<file path="src/rtl/arb_rr_1hot_mux.sv">
// Round-robin, burst-locking arbiter in front of a single registered output channel.
// The grant is one-hot; the selected beat is steered by an AND-OR mux and then registered.
module arb_rr_1hot_mux #(
    parameter int unsigned INPUTS = 4,
    parameter int unsigned WIDTH  = 8
) (
    input  logic                    i_clk,
    input  logic                    i_rst,
    input  logic [INPUTS-1:0]       i_req_valid,
    input  logic [INPUTS-1:0]       i_req_last,
    input  logic [WIDTH*INPUTS-1:0] i_req_data,
    output logic [INPUTS-1:0]       o_req_ready,
    input  logic [WIDTH-1:0]        i_dflt,
    output logic [INPUTS-1:0]       o_grant,
    output logic                    o_out_valid,
    output logic                    o_out_last,
    output logic [INPUTS-1:0]       o_out_src,
    output logic [WIDTH-1:0]        o_out_data,
    input  logic                    i_out_ready
);

    typedef enum logic {StIdle, StBurst} state_e;

    state_e            r_state, w_state_next;
    logic [INPUTS-1:0] r_ptr, w_ptr_next;
    logic [INPUTS-1:0] r_lock, w_lock_next;
    logic [INPUTS-1:0] w_pick, w_grant;
    logic              w_load_en, w_xfer, w_sel_last;
    logic [WIDTH-1:0]  w_sel_data;
    logic              r_out_valid, r_out_last;
    logic [INPUTS-1:0] r_out_src;
    logic [WIDTH-1:0]  r_data;

    function automatic logic [INPUTS-1:0] rotl1(input logic [INPUTS-1:0] v);
        return {v[INPUTS-2:0], v[INPUTS-1]};
    endfunction

    // First valid requester at or after the pointer, wrapping past INPUTS-1.
    always_comb begin
        w_pick = '0;
        for (int unsigned k = 0; k < INPUTS; k++) begin
            for (int unsigned i = 0; i < INPUTS; i++) begin
                if (r_ptr[i] && (w_pick == '0) && i_req_valid[(i + k) % INPUTS]) begin
                    w_pick[(i + k) % INPUTS] = 1'b1;
                end
            end
        end
    end

    assign w_load_en   = !r_out_valid || i_out_ready;
    assign w_xfer      = (|(w_grant & i_req_valid)) && w_load_en;
    assign w_sel_last  = |(w_grant & i_req_last);
    assign o_req_ready = w_grant & {INPUTS{w_load_en}};
    assign o_grant     = w_grant;

    always_comb begin
        w_sel_data = '0;
        for (int unsigned i = 0; i < INPUTS; i++) begin
            w_sel_data = w_sel_data | (i_req_data[WIDTH*i +: WIDTH] & {WIDTH{w_grant[i]}});
        end
        if (w_grant == '0) begin
            w_sel_data = i_dflt;
        end
    end

    always_ff @(posedge i_clk) begin
        if (i_rst) begin
            r_state <= StIdle;
            r_ptr   <= {{(INPUTS-1){1'b0}}, 1'b1};
            r_lock  <= '0;
        end else begin
            r_state <= w_state_next;
            r_ptr   <= w_ptr_next;
            r_lock  <= w_lock_next;
        end
    end

    always_comb begin
        w_state_next = r_state;
        w_ptr_next   = r_ptr;
        w_lock_next  = r_lock;
        unique case (r_state)
            StIdle: begin
                if (w_xfer) begin
                    if (w_sel_last) begin
                        w_ptr_next = rotl1(w_grant);
                    end else begin
                        w_lock_next  = w_grant;
                        w_state_next = StBurst;
                    end
                end
            end
            StBurst: begin
                if (w_xfer && w_sel_last) begin
                    w_ptr_next   = rotl1(r_lock);
                    w_state_next = StIdle;
                end
            end
            default: w_state_next = StIdle;
        endcase
    end

    // Inside a burst the lock holds the grant even when the locked requester idles.
    always_comb begin
        w_grant = '0;
        unique case (r_state)
            StIdle:  w_grant = w_pick;
            StBurst: w_grant = r_lock;
            default: w_grant = '0;
        endcase
    end

    always_ff @(posedge i_clk) begin
        if (i_rst) begin
            r_out_valid <= 1'b0;
            r_out_last  <= 1'b0;
            r_out_src   <= '0;
            r_data      <= '0;
        end else if (w_xfer) begin
            r_out_valid <= 1'b1;
            r_out_last  <= w_sel_last;
            r_out_src   <= w_grant;
            r_data      <= w_sel_data;
        end else if (i_out_ready) begin
            r_out_valid <= 1'b0;
            r_out_last  <= 1'b0;
        end
    end

    assign o_out_valid = r_out_valid;
    assign o_out_last  = r_out_last;
    assign o_out_src   = r_out_src;
    assign o_out_data  = r_out_valid ? r_data : i_dflt;

endmodule
</file>
<file path="config.mk">
export PLATFORM = sky130hd
export DESIGN_NAME = arb_rr_1hot_mux
export DESIGN_NICKNAME = d
export VERILOG_FILES = /design/src/rtl/arb_rr_1hot_mux.sv
export SDC_FILE = /design/constraint.sdc
export NUM_CORES = 1
export LEC_CHECK = 0
export CORE_MARGIN = 3
export CORE_UTILIZATION = 35
export DETAILED_ROUTE_END_ITERATION = 7
export PLACE_DENSITY = 0.78
export SLEW_MARGIN = 20
export SYNTH_ARGS = -nofsm -noshare
export SYNTH_HDL_FRONTEND = slang
export SYNTH_SLANG_ARGS = --single-unit
</file>
<file path="constraint.sdc">
create_clock -name i_clk -period 3.4 [get_ports i_clk]
set_input_delay 0.68 -clock i_clk [delete_from_list [all_inputs] [get_ports i_clk]]
set_output_delay 0.68 -clock i_clk [all_outputs]
set_load 0.1 [all_outputs]
</file>
# Yosys cells after proc, flatten, opt, wreduce, memory -nomap -nowiden
# Index checks and enable logic that the tools add are counted.
# word_totals
ff_bits	23
inputBits	51
elab_cells	108
# classes
n_eq_ne	3
n_mux	30
n_bitwise	13
reduce_logical	55
# op_table
cell	count
$logic_not 4->1	13
$logic_and 1x1->1	33
$and 8x8->8	4
$or 8x8->8	3
$mux 1	22
$mux 8	2
$pmux 4 s2	2
$and 4x4->4	3
$mux 4	3
$reduce_or 4->1	2
$reduce_and 3->1	2
$ne 2x2->1 const B	2
$logic_not 3->1	1
$not 1->1	3
$logic_not 2->1	1
$ne 2x1->1 const B	1
$pmux 1 s2	1
$reduce_bool 2->1	1
$logic_not 1->1	1
$logic_or 1x1->1	1

# Depth between registers and ports, before layout
# depth
word_depth	69
depth_mapped	10
depth_no_buf	8

# Worst setup path before layout
# OpenSTA, ideal clock, no wires.
# synth_path
path_kind	input to output
startpoint	in i_req_valid[1]
endpoint	out o_req_ready[1]
arrival_time_ps	4467
t_required_ps	2720
path_slack_ps	-1747
stages	9
cell_sequence	buf_2 > nand4bb_1 > a311oi_2 > nand4bb_2 > nor2_1 > or2_1 > clkbuf_1 > inv_1 > nor2_1
# synth_between
elab_chain_len	56
# synth_rtl
item	line	text
start, declared	9	input logic [INPUTS-1:0] i_req_valid,
$logic_and 1x1->1	43	if (r_ptr[i] && (w_pick == '0) && i_req_valid[(i + k) % INPUTS]) begin
$mux 1	43	
$logic_not 2->1	43	
$logic_and 1x1->1 (2 in a row)	43	
$mux 1	43	
$logic_not 3->1	43	
$logic_and 1x1->1 (2 in a row)	43	
$mux 1	43	
[37 not listed]	n/a	
$logic_and 1x1->1 (2 in a row)	43	
$mux 1	43	
$logic_not 4->1	43	
$logic_and 1x1->1 (2 in a row)	43	
$mux 1 *	43	
$pmux 4 s2 *	106	unique case (r_state)
net o_grant[1]	14	output logic [INPUTS-1:0] o_grant,
$and 4x4->4 *	53	assign o_req_ready = w_grant & {INPUTS{w_load_en}};
end, declared	12	output logic [INPUTS-1:0] o_req_ready,
# Mark *: on every way through the listed nets, which the timed path passes. The rest lies on a longest branch.

# Worst setup path after layout
# layout_path
startpoint	in i_req_valid[1]
endpoint	out o_req_ready[2]
# layout_between
elab_chain_len	60
# layout_rtl
item	line
$logic_and 1x1->1	43
$mux 1	43
$logic_not 2->1	43
$logic_and 1x1->1 (2 in a row)	43
$mux 1	43
$logic_not 3->1	43
$logic_and 1x1->1 (2 in a row)	43
$mux 1	43
[40 not listed]	n/a
$logic_not 4->1	43
$logic_and 1x1->1 (2 in a row)	43
$mux 1	43
$logic_not 4->1	43
$logic_and 1x1->1 (2 in a row)	43
$mux 1 *	43
$pmux 4 s2 *	106
$and 4x4->4 *	53
# Mark *: on every way between the ends. The rest lies on a longest branch, timed or not.

==> flow_metrics.py <==
metrics = {
    "synth": {
        "synth_edf_count": 0,
        "synthFlopType": "dfxtp_1",
        "syn_nets": 267,
        "ys_warn_count": 0,
        "synth_top_family_by_area": "compound AO/OA/AOI/OAI gates",
        "synth_area_leaders": "dfxtp_1 26%, nand2_1 7.3%, mux2_2 5.2%",
        "async_flop_share_pct": 0,
        "synth_simple_gate_area_share_pct": 26.0,
        "netlist_area_sq_um": 1740,
        "synth-seq-cells": 23,
        "synthAdderAreaFrac_pct": 0,
        "synth.top_cell.area_share_pct": 26.4,
        "synth_compound_area_share_pct": 35.8,
        "syn_inst": 216,
        "synthMuxAreaShare_pct": 5.75,
        "yosys.area.top_type": "dfxtp_1",
        "postSynthAreaPerCell_sq_um": 8.06,
        "synth-seq-area-share_pct": 26.4,
        "synth_cell_type_count": 56,
        "synthXorXnorAreaFrac_pct": 0,
    },
    "clock_network": {
        "cts_root_buffer": "clkbuf_8",
        "cts_hold_buffers": 0,
        "clk_pin_slew_ns": 0.08,
        "cts_buffers": 3,
        "cts.sinks": 23,
        "cts_tree": "done",
        "clkLatencyLatePin_ns": 0.26,
        "cts_max_level": 1,
        "cts_max_path_buffers": 2,
    },
    "critical_path": {
        "worstReg2RegStart": "r_ptr[1]$_SDFFE_PP0P_",
        "critical_path_required_ns": 2.72,
        "critPathCaptureType": "output port",
        "reg2reg_depth": 12,
        "cp_max_fo": 5,
        "r2r_setup_slack_ns": 0.33,
        "critPathArrivalTime_ns": 2.54,
        "r2r_end": "r_lock[0]$_SDFFE_PP0P_",
        "start_kind": "input port",
        "criticalPathCategory": "input port to output port",
    },
    "timing": {
        "worst_pin_slew_ns": 0.959,
        "period_needed_ns": 3.22,
        "grt_setup_unrepaired": "no",
        "setup_viol": 0,
        "worst_clock_skew_ns": 0.00251,
        "fin_crit_sh_pct": 94.7,
        "hold_viol": 0,
        "relSlewSlack_pct": 35.9,
        "maxSlewViolCount": 0,
        "fmax_mhz": 311,
    },
    "grt": {
        "gr-total-overflow": 0,
        "grt_pass1_wl_mm": 9.77,
        "grt_pass1_vias": 2072,
        "antenna_found_initial": 0,
        "track_usage_pct": 20.0,
        "grt_max_degree": 20,
    },
    "cells_and_area": {
        "num-nets-final": 372,
        "drive_gt1_share_pct": 34.4,
        "nFillCells": 408,
        "insertedDiodeCount": 0,
        "fin_area_sq_um": 3030,
        "synthToLayoutAreaGrowth_pct": 74.1,
    },
    "hold_path": {
        "min_from": "r_lock[2]$_SDFFE_PP0P_",
        "worstHoldPathCells": 2,
        "hold_class": "register to register",
        "hold-path-endpoint": "r_lock[2]$_SDFFE_PP0P_",
    },
    "place": {
        "port_buffers": 72,
        "place.gp.congestion": 0.929,
        "placed_cell_area_sq_um": 2810,
        "hpwlAfterDp_mm": 4.56,
    },
    "drt": {
        "first_pass_iters": 4,
        "drtIter0Drc": 184,
        "via_per_inst": 5.42,
        "drt_drc_violations_left": 0,
        "wirelength_mm": 6.11,
        "wl_per_cell_microns": 15.8,
        "ant_nets": 0,
        "vias": 2099,
    },
    "die": {
        "initial_core_util_pct": 36.6,
        "placementRows": 25,
        "dieArea_sq_um": 5860,
        "core_sq_um": 4750,
        "fp.dieW_microns": 76.5,
        "io_pins": 73,
        "die_y_microns": 76.5,
    },
    "outcome": {
        "status": "complete, no violations",
    },
    "flow_run": {
        "drv_cap": 0,
    },
}
==> registers in the layout, summed over array words and instances, names as in the netlist, named ones only <==
name         count
r_data           8
o_out_src        4
r_lock           4
r_ptr            4
o_out_last       1
o_out_valid      1
==> how the worst max path moves through the flow <==
stage                               from        endpoint  slack [ns]  cells past startpoint
after floorplan           i_req_valid[1]  o_req_ready[1]       -0.20                      9
after detailed placement  i_req_valid[1]  o_req_ready[1]       -0.17                     10
after global routing      i_req_valid[1]  o_req_ready[2]        0.10                      9
after CTS                 i_req_valid[0]  o_req_ready[1]      0.0009                     10
after global placement    i_req_valid[1]      o_grant[0]       -0.12                      8
final                     i_req_valid[1]  o_req_ready[2]        0.18                      9
==> Yosys cell counts, drive strengths merged (4+ instances only) <==
cell    count
nand3      10
a222oi      8
and2        9
nand2      34
and3        4
a21oi      11
buf         9
dfxtp      23
inv         5
mux2        8
nor2        9
a31oi      11
o21ai      15
clkbuf      8
==> routing by layer <==
metal  global-route usage, %  vias up  share of wire, %
met5                       0        -                 0
met4                    3.99        0               1.1
met3                    3.55        6               5.3
met2                    38.0       64                53
met1                    23.3      996                41
li1                        -     1033                 -
==> area by class of cell <==
class                      count  area (sq um)  share of cell area, %
multi-input combinational    171          1300                   42.7
timing repair buffer         117          1130                   37.2
sequential                    23           460                   15.2
tap                           67          83.8                   2.76
clock buffer                   4          45.0                   1.49
inverter                       5          18.8                  0.619
==> worst max-delay path: stages <==
cell	delay [ns]
dlygate4sd2_1	0.32
nand4bb_4	0.15
a311oi_4	0.31
buf_4	0.18
nand4bb_4	0.16
nor3b_2	0.24
or3_4	0.18
and2_4	0.15
buf_12	0.17
==> logic make-up (layout without fill, tap and decap cells) <==
family                 count (synthesis)  after routing
muxes                                  9              9
AOI/OAI and AO/OA                     77             77
buffers and inverters                 22            126
and+or+nand+nor                       85             85
DFF                                   23             23
==> cell usage in the layout (no fill, tap or decap), types with 3 or more instances in the layout <==
cell | netlist | final
nor2_1 | 8 | 5
dlymetal6s2s_1 | 0 | 3
nand2b_1 | 3 | 3
a21oi_1 | 11 | 10
a222oi_1 | 8 | 8
clkdlybuf4s50_1 | 0 | 47
nand2_1 | 34 | 34
and2_1 | 8 | 5
nor2b_1 | 3 | 3
dfxtp_1 | 23 | 23
nor2_4 | 1 | 3
o21ai_0 | 10 | 10
inv_1 | 5 | 5
mux2_2 | 8 | 8
clkbuf_8 | 0 | 3
o21ai_1 | 5 | 4
buf_4 | 2 | 56
nand3_1 | 10 | 10
buf_12 | 0 | 9
a31oi_1 | 10 | 8
==> metrics by stage <==
stage	TNS [ns]	hold WS [ns]	setup slack [ns]	std cells	utilization (%)
after floorplan	-0.201	0.430	-0.201	216	-
after global placement	-0.782	0.443	-0.119	375	59.1
after detailed placement	-1.39	0.452	-0.173	375	59.1
after CTS	0	0.461	0.000857	381	61.1
after global routing	0	0.493	0.102	387	63.8
final	0	0.463	0.181	387	63.8
==> timing repair <==
item | in CTS | in global routing
endpoints found under the setup margin | 8 | 9
pin swaps | 5 | 7
gates resized for setup | 11 | 14
hold endpoints to repair | 0 | 0
setup buffers | 2 | 6
Power is left out: the tool's default activity adds up to more than one toggle a clock period on the data nets, which glitch-free logic cannot reach.
